**src/rtl/psram_arbiter.sv**
```systemverilog
// Round-robin arbiter sharing the psram_ctrl AXI-style port between clients, one fixed burst at a time.
// Define PSRAM_ARB_PRIO_EN to give client 0 strict priority over the round-robin group.
module psram_arbiter #(
  parameter int NUM_CLIENTS = 2,
  parameter int WR_LEN      = 8,
  parameter int RD_LEN      = 4
) (
  input  logic                       clk,
  input  logic                       reset_n,
  input  logic                       psram_ready,
  input  logic [NUM_CLIENTS-1:0]     c_req,
  input  logic [NUM_CLIENTS-1:0]     c_we,
  input  logic [NUM_CLIENTS*25-1:0]  c_addr,
  input  logic [NUM_CLIENTS*16-1:0]  c_wdata,
  input  logic [NUM_CLIENTS-1:0]     c_wvalid,
  output logic [NUM_CLIENTS-1:0]     c_wready,
  output logic [17:0]                c_rdata,
  output logic [NUM_CLIENTS-1:0]     c_rvalid,
  output logic [NUM_CLIENTS-1:0]     c_done,
  output logic                       c_err,
  output logic [24:0]                awaddr,
  output logic [7:0]                 awlen,
  output logic                       awvalid,
  input  logic                       awready,
  output logic [15:0]                wdata,
  output logic                       wvalid,
  input  logic                       wready,
  input  logic                       bvalid,
  input  logic [1:0]                 bresp,
  output logic                       bready,
  output logic [24:0]                araddr,
  output logic [7:0]                 arlen,
  output logic                       arvalid,
  input  logic                       arready,
  input  logic [17:0]                rdata,
  input  logic                       rvalid,
  output logic                       rready,
  output logic [NUM_CLIENTS-1:0]     grant
);

  localparam int unsigned NC = NUM_CLIENTS;

`ifdef PSRAM_ARB_PRIO_EN
  localparam logic [1:0] RR_FIRST = 2'd1;
`else
  localparam logic [1:0] RR_FIRST = 2'd0;
`endif

  typedef enum logic [2:0] {IDLE, ADDR, WDATA, WRESP, RDATA} state_t;

  state_t                 state_q;
  logic [1:0]             owner_q;
  logic [1:0]             ptr_q;
  logic                   we_q;
  logic [24:0]            addr_q;
  logic [NUM_CLIENTS-1:0] grant_q;
  logic [NUM_CLIENTS-1:0] c_done_q;
  logic [NUM_CLIENTS-1:0] c_rvalid_q;
  logic                   c_err_q;
  logic                   awvalid_q;
  logic                   arvalid_q;
  logic [3:0]             cnt_q;
  logic [17:0]            rdata_q;

  logic [1:0]             win_idx_d;
  logic                   win_found_d;
  logic [1:0]             cand;
  logic [1:0]             ptr_d;

  // Per-client inputs padded to four slots so a 2-bit owner index selects them directly.
  logic [3:0]  req_pad;
  logic [3:0]  we_pad;
  logic [3:0]  wv_pad;
  logic [24:0] addr_arr [4];
  logic [15:0] wd_arr   [4];

  for (genvar g = 0; g < 4; g++) begin : g_pad
    if (g < NUM_CLIENTS) begin : g_on
      assign req_pad[g]  = c_req[g];
      assign we_pad[g]   = c_we[g];
      assign wv_pad[g]   = c_wvalid[g];
      assign addr_arr[g] = c_addr[25*g +: 25];
      assign wd_arr[g]   = c_wdata[16*g +: 16];
    end else begin : g_off
      assign req_pad[g]  = 1'b0;
      assign we_pad[g]   = 1'b0;
      assign wv_pad[g]   = 1'b0;
      assign addr_arr[g] = '0;
      assign wd_arr[g]   = '0;
    end
  end

  // Search starts at ptr_q; with priority enabled client 0 is excluded from the rotation and overrides it.
  always_comb begin
    win_found_d = 1'b0;
    win_idx_d   = '0;
    cand        = '0;
    for (int unsigned i = 0; i < NC; i++) begin
      cand = 2'((32'(ptr_q) + i) % NC);
      if (!win_found_d && req_pad[cand] && (cand >= RR_FIRST)) begin
        win_found_d = 1'b1;
        win_idx_d   = cand;
      end
    end
`ifdef PSRAM_ARB_PRIO_EN
    if (req_pad[0]) begin
      win_found_d = 1'b1;
      win_idx_d   = '0;
    end
`endif
  end

  assign ptr_d = (owner_q == 2'(NC - 1)) ? '0 : owner_q + 2'd1;

  assign wvalid   = (state_q == WDATA) && wv_pad[owner_q];
  assign wdata    = (state_q == WDATA) ? wd_arr[owner_q] : '0;
  assign c_wready = (wvalid && wready) ? grant_q : '0;

  assign awaddr  = awvalid_q ? addr_q : '0;
  assign araddr  = arvalid_q ? addr_q : '0;
  assign awlen   = awvalid_q ? 8'(WR_LEN) : '0;
  assign arlen   = arvalid_q ? 8'(RD_LEN) : '0;
  assign awvalid = awvalid_q;
  assign arvalid = arvalid_q;
  assign bready  = 1'b1;
  assign rready  = 1'b1;
  assign grant   = grant_q;
  assign c_done  = c_done_q;
  assign c_err   = c_err_q;
  assign c_rvalid = c_rvalid_q;
  assign c_rdata = rdata_q;

  always_ff @(posedge clk or negedge reset_n) begin
    if (!reset_n) begin
      state_q    <= IDLE;
      owner_q    <= '0;
      ptr_q      <= '0;
      we_q       <= 1'b0;
      addr_q     <= '0;
      grant_q    <= '0;
      c_done_q   <= '0;
      c_rvalid_q <= '0;
      c_err_q    <= 1'b0;
      awvalid_q  <= 1'b0;
      arvalid_q  <= 1'b0;
      cnt_q      <= '0;
      rdata_q    <= '0;
    end else begin
      c_done_q   <= '0;
      c_err_q    <= 1'b0;
      c_rvalid_q <= '0;
      unique case (state_q)
        IDLE: begin
          if (psram_ready && win_found_d) begin
            owner_q   <= win_idx_d;
            we_q      <= we_pad[win_idx_d];
            addr_q    <= addr_arr[win_idx_d];
            grant_q   <= NUM_CLIENTS'(1) << win_idx_d;
            awvalid_q <= we_pad[win_idx_d];
            arvalid_q <= !we_pad[win_idx_d];
            cnt_q     <= '0;
            state_q   <= ADDR;
          end
        end
        ADDR: begin
          if ((awvalid_q && awready) || (arvalid_q && arready)) begin
            awvalid_q <= 1'b0;
            arvalid_q <= 1'b0;
            state_q   <= we_q ? WDATA : RDATA;
          end
        end
        WDATA: begin
          if (wvalid && wready) begin
            cnt_q <= cnt_q + 4'd1;
            if (cnt_q == 4'(WR_LEN - 1)) state_q <= WRESP;
          end
        end
        WRESP: begin
          if (bvalid) begin
            c_done_q <= grant_q;
            c_err_q  <= (bresp != 2'b00);
            grant_q  <= '0;
            ptr_q    <= ptr_d;
            state_q  <= IDLE;
          end
        end
        RDATA: begin
          if (rvalid) begin
            c_rvalid_q <= grant_q;
            rdata_q    <= rdata;
            cnt_q      <= cnt_q + 4'd1;
            if (cnt_q == 4'(RD_LEN - 1)) begin
              c_done_q <= grant_q;
              grant_q  <= '0;
              ptr_q    <= ptr_d;
              state_q  <= IDLE;
            end
          end
        end
        default: state_q <= IDLE;
      endcase
    end
  end

  // Stray responses outside their phase are dropped by the FSM but flagged in simulation.
  a_rvalid_phase: assert property (@(posedge clk) disable iff (!reset_n) rvalid |-> (state_q == RDATA));
  a_bvalid_phase: assert property (@(posedge clk) disable iff (!reset_n) bvalid |-> (state_q == WRESP));

endmodule

```
**config.mk**
```make
export PLATFORM = sky130hd
export DESIGN_NAME = psram_arbiter
export DESIGN_NICKNAME = d
export VERILOG_FILES = /design/src/rtl/psram_arbiter.sv
export SDC_FILE = /design/constraint.sdc
export NUM_CORES = 1
export LEC_CHECK = 0
export ABC_CLOCK_PERIOD_IN_PS = 4850
export BUFFER_PORTS_ARGS = -buffer_cell sky130_fd_sc_hd__buf_2
export CAP_MARGIN = 20
export CORE_MARGIN = 1.5
export CORE_UTILIZATION = 47
export CTS_BUF_LIST = sky130_fd_sc_hd__clkbuf_4
export DETAILED_ROUTE_END_ITERATION = 8
export PLACE_DENSITY_LB_ADDON = 0.05
export SLEW_MARGIN = 20
export SYNTH_ARGS = -nofsm -noshare
export SYNTH_HDL_FRONTEND = slang
export SYNTH_SLANG_ARGS = --single-unit
```
**constraint.sdc**
```tcl
create_clock -name clk -period 4.85 [get_ports clk]
set_input_delay 0.97 -clock clk [delete_from_list [all_inputs] [get_ports clk]]
set_output_delay 0.97 -clock clk [all_outputs]
set_load 0.02 [all_outputs]
```
---- After elaboration in Yosys (flattened, before gate mapping) ----
Cells that the tools add are included.
cells by class
  mux-type cells .......................... 60
  equal/unequal tests ..................... 14
  $add $sub $neg .......................... 3
  shift-type cells ........................ 1
  bitwise logic cells ..................... 2
  order comparisons ....................... 8
  reduce and logical (&&, ||, !) cells .... 24
operators by type and width
  cell                                                        count
  2-to-1 mux 25 bit                                           4
  binary-select mux 25 bit (select 2 bit)                     1
  2-to-1 mux 16 bit                                           3
  binary-select mux 16 bit (select 2 bit)                     1
  2-to-1 mux 3 bit                                            9
  2-to-1 mux 2 bit                                            10
  2-to-1 mux 1 bit                                            19
  2-to-1 mux 4 bit                                            4
  one-hot mux 3 bit (5 select lines)                          1
  less-than comparator 1 x 3 -> 1 bit, second input constant  4
  one-hot mux 4 bit (3 select lines)                          1
  inequality test 2 bit, second input constant                5
  logical AND 1 bit                                           8
  AND reduction 4 bit                                         2
  AND reduction 7 bit                                         1
  equality test 3 x 2 -> 1 bit, second input constant         2
  greater-or-equal comparator 3 bit, second input constant    2
  inverter 1 -> 3 bit                                         2
  one-hot mux 1 bit (2 select lines)                          3
  one-hot mux 2 bit (3 select lines)                          1
  nonzero test 2 bit                                          3
  nonzero test 3 bit                                          2
  AND reduction 5 bit                                         1
  adder 4 x 1 -> 4 bit, second input constant                 1
  16 further kinds                                            22
word-level totals
  input port bits ......................... 116
  register bits ........................... 62
  logic and storage cells ................. 125
  output and inout bits ................... 114

---- Depth between registers and ports, before layout ----
Gate-level depths: netlist of run 1.
  depth after elaboration ................. 13
  mapped depth ............................ 6
  mapped depth without buffers ............ 5

---- Least setup slack after synthesis of run 1 ----
Ideal clock, no wire load.
  path type ............................... input -> output
  start ................................... in c_wvalid[1]
  end ..................................... out c_wready[0]
  buffers on the path ..................... 0
  data arrival time ....................... 1,534 ps
  data required time ...................... 3,880 ps
  slack ................................... 2,346 ps
  cell stages on the path ................. 3
  cells stage by stage .................... mux2i_4 nor3b_4 and2_1
on the way
  cells in the longest elaborated chain, start to end .. 5
ends and longest elaborated chain
  element                                 line  text
  start: declaration                      15    input logic [NUM_CLIENTS-1:0] c_wvalid,
  binary-select mux 1 bit (select 2 bit)  115   assign wvalid = (state_q == WDATA) && wv_pad[owner_q];
  2-to-1 mux 1 bit (not written as such)  115
  logical AND 1 bit                       115
  logical AND 1 bit                       117   assign c_wready = (wvalid && wready) ? grant_q : '0;
  2-to-1 mux 2 bit                        117
  end: declaration                        16    output logic [NUM_CLIENTS-1:0] c_wready,
No other way between the ends. The select of a mux whose other input is x is not followed.

---- Worst setup path in the final report of run 1 ----
  start ................................... reg state_q[1]
  end ..................................... out c_wready[0]
on the way
  cells in the longest elaborated chain, start to end .. 4
ends and longest elaborated chain
  element                       line  text
  start: declaration            51    state_t state_q;
  start signal: assignment      169   state_q <= we_q ? WDATA : RDATA;
  equality test 3 x 2 -> 1 bit  115
  logical AND 1 bit             115
  logical AND 1 bit             117
  2-to-1 mux 2 bit              117
No other way between the ends.

==> results by group, run 1 <==
Setup path
  • Crit. Startpoint: state_q[1]
  • Worst Path Required: 3.88 ns
  • CP Launch Type: flop
  • Worst setup path end: c_wready[0]
  • FF-to-FF setup slack: 2.63 ns
  • Worst reg2reg path startpoint: state_q[1]
  • Worst Reg-to-Reg Cells: 4
  • Critical Path AT: 2.34 ns
  • Crit Path Max Fanout: 19
  • Kind of critical path: reg -> out
  • Worst R2R End: cnt_q[0]
  • Crit. End Element: output port

Cells and area
  • Post-route cell area: 4730 um2
  • Multi-input gate area: 1790 um2
  • Number of fill cells in the layout: 638
  • Layout cells sized above 1: 0.462
  • Nets: 673
  • Area delta synth->final: 33.9%
  • FF/Latch Area: 1550 um2
  • # diodes: 0
  • Util after Layout: 0.652

CTS
  • TritonCTS clock tree: done
  • Hold buffer count at CTS: 0
  • Inserted Clock Buffers: 9
  • Clock latency of the later-clocked register in the worst-skew pair: 0.40 ns
  • Setup Buffers After CTS: 0
  • Clk slew on worst S/H paths: 0.11 ns
  • # H-tree levels: 3
  • Post-CTS sizing: 0
  • Clk sinks: 62
  • Clk buf depth: 2
  • Root Driver: clkbuf_4

Power
  • PwrDens: 523 nW/um2
  • VDD IR max: 0.236 mV
  • Pleak: 2.65 nW

STA
  • Minimum clock period: 3.31 ns
  • Hold Slack: 0.492 ns
  • Rel. slew slack: 0.378
  • Clock Skew: 0.00902 ns
  • Worst setup margin: 1.54 ns
  • Max Freq: 302 MHz
  • Endpoints failing setup: 0
  • Period utilisation layout: 0.682
  • Worst-Margin Slew: 0.933 ns
  • Setup TNS: 0 ns
  • RSZ-0062 raised after global routing: false
  • Fin. Hold Viols: 0
  • Slew Viols, Final: 0

Synthesis
  • Cell Area, Synth: 3530 um2
  • Most frequent cell after synthesis: dfrtp_1
  • Synth Flop Type: dfrtp_1
  • Top cell type's share of synthesized area: 0.439
  • YS warnings: 0
  • Syn Inst Count: 354
  • Post-synthesis sequential area ratio: 0.439
  • Synth area leaders: dfrtp_1 (44%), mux2i_1 (13%), and2_1 (9.6%), mux2_2 (6.4%), buf_4 (4.2%)
  • Commonest cells post-synth: dfrtp_1 (62), and2_1 (54), mux2i_1 (45)
  • Cell taking the most area after synthesis: dfrtp_1
  • EDFF count, synth: 0
  • Synthesized flop and latch total: 62
  • Synthesized area per cell: 9.98 um2
  • Synth unique cells: 47
  • Asr flop ratio synth: 1.00

Detailed routing
  • WL/cell: 13.4 um
  • DR DRC count: 0
  • DRT Wirelength: 8880 um
  • Vias per Instance: 4.76
  • Post-route ant nets: 0
  • 1st-pass router iterations: 5
  • DR vias: 3141
  • 1st-iter DRT viols: 110

Place
  • Port Buf Inserts: 213
  • DP Area: 4570 um2
  • Pre-CTS setup slack: 1.97 ns
  • Detail Placement HPWL: 6670 um
  • Routability cong.: 0.840

GRT
  • Remaining Overflow, GRT: 0
  • First-pass GRT wire length: 14400 um
  • Vias in the first global route: 2977
  • Global-route usage over all layers: 0.223
  • Initial antenna violation count: 0
  • Pin count of the biggest net entering global routing: 63

Floorplanning
  • Die Wd: 89.7 um
  • DIE AREA: 8050 um2
  • Starting density of the core: 0.487
  • # rows: 31
  • Ports: 230
  • CORE AREA: 7250 um2
  • Die span in y: 89.7 um

Min path
  • WHS Path Cells: 1
  • Path category of the worst min-delay check: reg -> reg

Run status
  • Status: finished clean

Flow run
  • Number of max-cap violations: 0
## flip-flops by register name, summed over array words and instances (netlist names)
signal	count
addr_q	25
arvalid	1
awvalid	1
c_done	2
c_err	1
c_rdata	18
c_rvalid	2
cnt_q	4
grant	2
owner_q	1
ptr_q	1
state_q	3
we_q	1
## how the worst min path moves through the flow
stage	to	startpoint	slack [ns]
floorplan	cnt_q[3]	cnt_q[3]	0.44
global placement	cnt_q[3]	cnt_q[3]	0.46
detailed placement	cnt_q[3]	cnt_q[3]	0.47
CTS	cnt_q[3]	cnt_q[3]	0.49
global route	cnt_q[3]	cnt_q[3]	0.50
finish	cnt_q[3]	cnt_q[3]	0.49
## per-stage QoR
stage          power, W  std cells
4_1_cts         0.00250        659
6_report        0.00247        660
5_1_grt         0.00266        660
3_5_place_dp    0.00215        643
2_1_floorplan   0.00177        368
3_3_place_gp    0.00212        643
## where the power goes
group | switching (W) | internal (W) | leakage (nW)
combinational | 0.000671 | 0.000512 | 1.81
clock | 0.000190 | 0.000152 | 0.0630
sequential | 0.000224 | 0.000726 | 0.780
total | 0.00108 | 0.00139 | 2.65
## logic make-up (layout without fill, tap and decap cells)
family / after synthesis / in the layout / share of synthesized area
buffers and inverters: 44 / 237 / 0.0729
multiplexers: 67 / 67 / 0.202
flip-flops: 62 / 62 / 0.439
XOR/XNOR: 1 / 1 / 0.00248
AND/OR/NAND/NOR: 128 / 128 / 0.192
adder cells (fa/ha/maj): 1 / 1 / 0.00354
other: 2 / 16 / 0.00213
AO/OA/AOI/OAI: 49 / 49 / 0.0864
## cell usage in the layout, fill, tap and decap left out, drive strengths merged, types with 2 or more instances in the layout
master,count
nor3b,2
conb,16
o21ai,28
inv,4
clkinv,3
nand3,2
dfrtp,62
clkinvlp,3
o211ai,3
o21a,2
mux2i,46
clkbuf,9
and2,54
buf,217
nand2,32
nand3b,2
o2bb2ai,2
o22ai,2
nor2,25
mux2,21
nor2b,4
a21oi,3
## cell type report
cell class | instances | area share
Sequential cell | 62 | 0.328
Clock buffer | 9 | 0.0143
Multi-Input combinational cell | 262 | 0.379
Clock inverter | 7 | 0.0137
Tap cell | 99 | 0.0262
Inverter | 4 | 0.00317
Timing Repair Buffer | 217 | 0.236
## routing by layer
metal	wire, um	up-vias	track usage
li1	-	1577	-
met1	3700	1416	0.273
met2	4480	137	0.390
met3	562	11	0.0423
met4	135	0	0.0873
met5	0	-	0
## critical path: stages (launching register included)
cell     delay, ns
dfrtp_1       0.59
or3b_1        0.70
nor3b_4       0.34
and2_1        0.16
buf_2         0.15
No activity file was read; power rests on OpenSTA's default activity.
==> run 2, diff against run 1 <==
--- a/config.mk
+++ b/config.mk
@@ -5,11 +5,12 @@
 export SDC_FILE = /design/constraint.sdc
 export NUM_CORES = 1
 export LEC_CHECK = 0
-export ABC_CLOCK_PERIOD_IN_PS = 4850
+export ABC_CLOCK_PERIOD_IN_PS = 2900
 export BUFFER_PORTS_ARGS = -buffer_cell sky130_fd_sc_hd__buf_2
 export CAP_MARGIN = 20
+export CORE_ASPECT_RATIO = 1.5
 export CORE_MARGIN = 1.5
-export CORE_UTILIZATION = 47
+export CORE_UTILIZATION = 40
 export CTS_BUF_LIST = sky130_fd_sc_hd__clkbuf_4
 export DETAILED_ROUTE_END_ITERATION = 8
 export PLACE_DENSITY_LB_ADDON = 0.05
==> constraint.sdc (replaced) <==
create_clock -name clk -period 2.9 [get_ports clk]
set_input_delay 0.58 -clock clk [delete_from_list [all_inputs] [get_ports clk]]
set_output_delay 0.58 -clock clk [all_outputs]
set_load 0.02 [all_outputs]
==> results by group, run 2 (same netlist as run 1, synthesis figures left out) <==
CTS
  • Clk slew on worst S/H paths: 0.13 ns (+0.02 ns)
  • Clock latency of the later-clocked register in the worst-skew pair: 0.41 ns (about the same)
  • # H-tree levels: 3 (unchanged)
  • Root Driver: clkbuf_4
  • TritonCTS clock tree: done
  • Inserted Clock Buffers: 9 (unchanged)
  • Post-CTS sizing: 0 (unchanged)
  • Hold buffer count at CTS: 0 (unchanged)
  • Setup Buffers After CTS: 0 (unchanged)
  • Clk sinks: 62 (unchanged)
  • Clk buf depth: 2 (unchanged)

GRT
  • Pin count of the biggest net entering global routing: 63 (unchanged)
  • First-pass GRT wire length: 14100 um (-2.5%)
  • Global-route usage over all layers: 0.191 (-0.0323)
  • Remaining Overflow, GRT: 0 (unchanged)
  • Vias in the first global route: 2894 (-2.8%)
  • Initial antenna violation count: 0 (unchanged)

Cells and area
  • Most common cell after layout, fill and taps aside: buf_2
  • Number of fill cells in the layout: 812 (+27%)
  • # diodes: 0 (unchanged)
  • Most flop-heavy register: addr_q
  • Max reg flops: 25 (unchanged)
  • Nets: 676 (+0.45%)
  • Area delta synth->final: 34.8%
  • Layout cells sized above 1: 0.468 (+0.00641)
  • Final Instance Count excl. Fillers: 671 (+1.7%)
  • Commonest cells after routing, fill and taps aside: buf_2 (213), dfrtp_1 (62), and2_1 (54), mux2i_1 (45), nand2_1 (32)

Floorplanning
  • Die Wd: 79.7 um (-11%)
  • Ports: 230 (unchanged)
  • # rows: 41 (+32%)
  • Die span in y: 118 um (+32%)
  • Starting density of the core: 0.415 (-0.0722)
  • DIE AREA: 9420 um2 (+17%)
  • CORE AREA: 8520 um2 (+17%)

Setup path
  • Worst Reg-to-Reg Cells: 4 (unchanged)
  • CP Launch Type: flop
  • FF-to-FF setup slack: 0.92 ns (-1.71 ns)
  • Worst R2R End: state_q[0]
  • Kind of critical path: reg -> out
  • Worst reg2reg path startpoint: arvalid
  • Crit. End Element: output port
  • Worst Path Required: 2.32 ns (-1.56 ns)
  • Crit Path Max Fanout: 12 (-7)
  • Critical Path AT: 2.04 ns (-0.30 ns)

Run status
  • Status: finished clean

Place
  • Port Buf Inserts: 213 (unchanged)
  • Detail Placement HPWL: 6870 um (+3.1%)
  • Routability cong.: 0.761 (-9.5%)
  • DP Cell Count: 655 (+1.9%)

STA
  • Fin. Hold Viols: 0 (unchanged)
  • Minimum clock period: 2.62 ns
  • Worst-Margin Slew: 0.792 ns (-0.141 ns)
  • Rel. slew slack: 0.472 (+0.0937)
  • Endpoints failing setup: 0 (unchanged)
  • Setup TNS: 0 ns (unchanged)
  • RSZ-0062 raised after global routing: false
  • Period utilisation layout: 0.904
  • Clock Skew: 0.0313 ns (+0.0223 ns)
  • Max Freq: 382 MHz
  • Slew Viols, Final: 0 (unchanged)

Detailed routing
  • DRT Wirelength: 9050 um (+1.9%)
  • Post-route ant nets: 0 (unchanged)
  • Vias per Instance: 4.69 (-1.4%)
  • DR vias: 3148 (+0.22%)
  • WL/cell: 13.5 um (+0.27%)
  • 1st-iter DRT viols: 106 (-3.6%)
  • 1st-pass router iterations: 4 (-1)
  • DR DRC count: 0 (unchanged)

Power
  • VDD IR max: 0.522 mV (+120%)
  • Total power: 0.00418 W (+69%)
  • PwrDens: 877 nW/um2 (+68%)
  • Pleak: 2.67 nW (+0.77%)

Flow run
  • Number of max-cap violations: 0 (unchanged)

Min path
  • Path category of the worst min-delay check: in -> async
## run 2: cell count changes in the layout (fill, tap and decap cells not counted)
cell	change
buf_12	+1
buf_16	-1
buf_4	+3
clkinv_1	-2
clkinv_2	+1
clkinv_4	+1
clkinvlp_4	-1
inv_6	+1
## run 2: power by group
| part | switching [W] | internal [W] | total, W |
|---|---|---|---|
| Clock | 0.000331 | 0.000264 | 0.000595 |
| Sequential | 0.000305 | 0.00122 | 0.00152 |
| Combinational | 0.00120 | 0.000866 | 0.00206 |
| Total | 0.00183 | 0.00235 | 0.00418 |
## run 2: cell type report
type	instances	area [um2]	share of cell area
Inverter	4	15.0	0.00315
Sequential cell	62	1550	0.326
Timing Repair Buffer	220	1130	0.237
Multi-Input combinational cell	262	1790	0.376
Clock inverter	7	72.6	0.0152
Tap cell	107	134	0.0281
Clock buffer	9	67.6	0.0142
## run 2: how the worst max path moves through the flow
stage	startpoint	end	slack, ns	cells after the start
3_5_place_dp	state_q[1]	c_wready[1]	0.71	4
6_report	state_q[1]	c_wready[0]	0.28	4
2_1_floorplan	state_q[2]	wdata[10]	0.93	4
3_3_place_gp	state_q[1]	c_wready[0]	0.76	4
5_1_grt	state_q[1]	c_wready[0]	0.11	4
4_1_cts	state_q[1]	c_wready[1]	0.24	4
## run 2: metal layers
layer	share of wire	GRT usage	vias up	wire length, um
met4	0.016	0.0679	0	144
met3	0.060	0.0349	13	542
met1	0.41	0.228	1442	3670
met2	0.52	0.336	115	4690
li1	-	-	1578	-
met5	0	0	-	0
## run 2: per-stage QoR
| stage | setup WS (ns) | cell area (um2) | util | hold slack, ns |
|---|---|---|---|---|
| after floorplan | 0.933 | 3590 | - | 0.284 |
| after global placement | 0.757 | 4620 | 0.543 | 0.472 |
| after detailed placement | 0.714 | 4620 | 0.543 | 0.480 |
| after CTS | 0.241 | 4760 | 0.560 | 0.345 |
| after global routing | 0.114 | 4760 | 0.560 | 0.359 |
| final | 0.280 | 4760 | 0.560 | 0.338 |
## run 2: critical path, cell delays in order, from the launching register on
cell     delay [ns]
dfrtp_1        0.61
or3b_1         0.46
nor3b_4        0.27
and2_1         0.16
buf_2          0.15
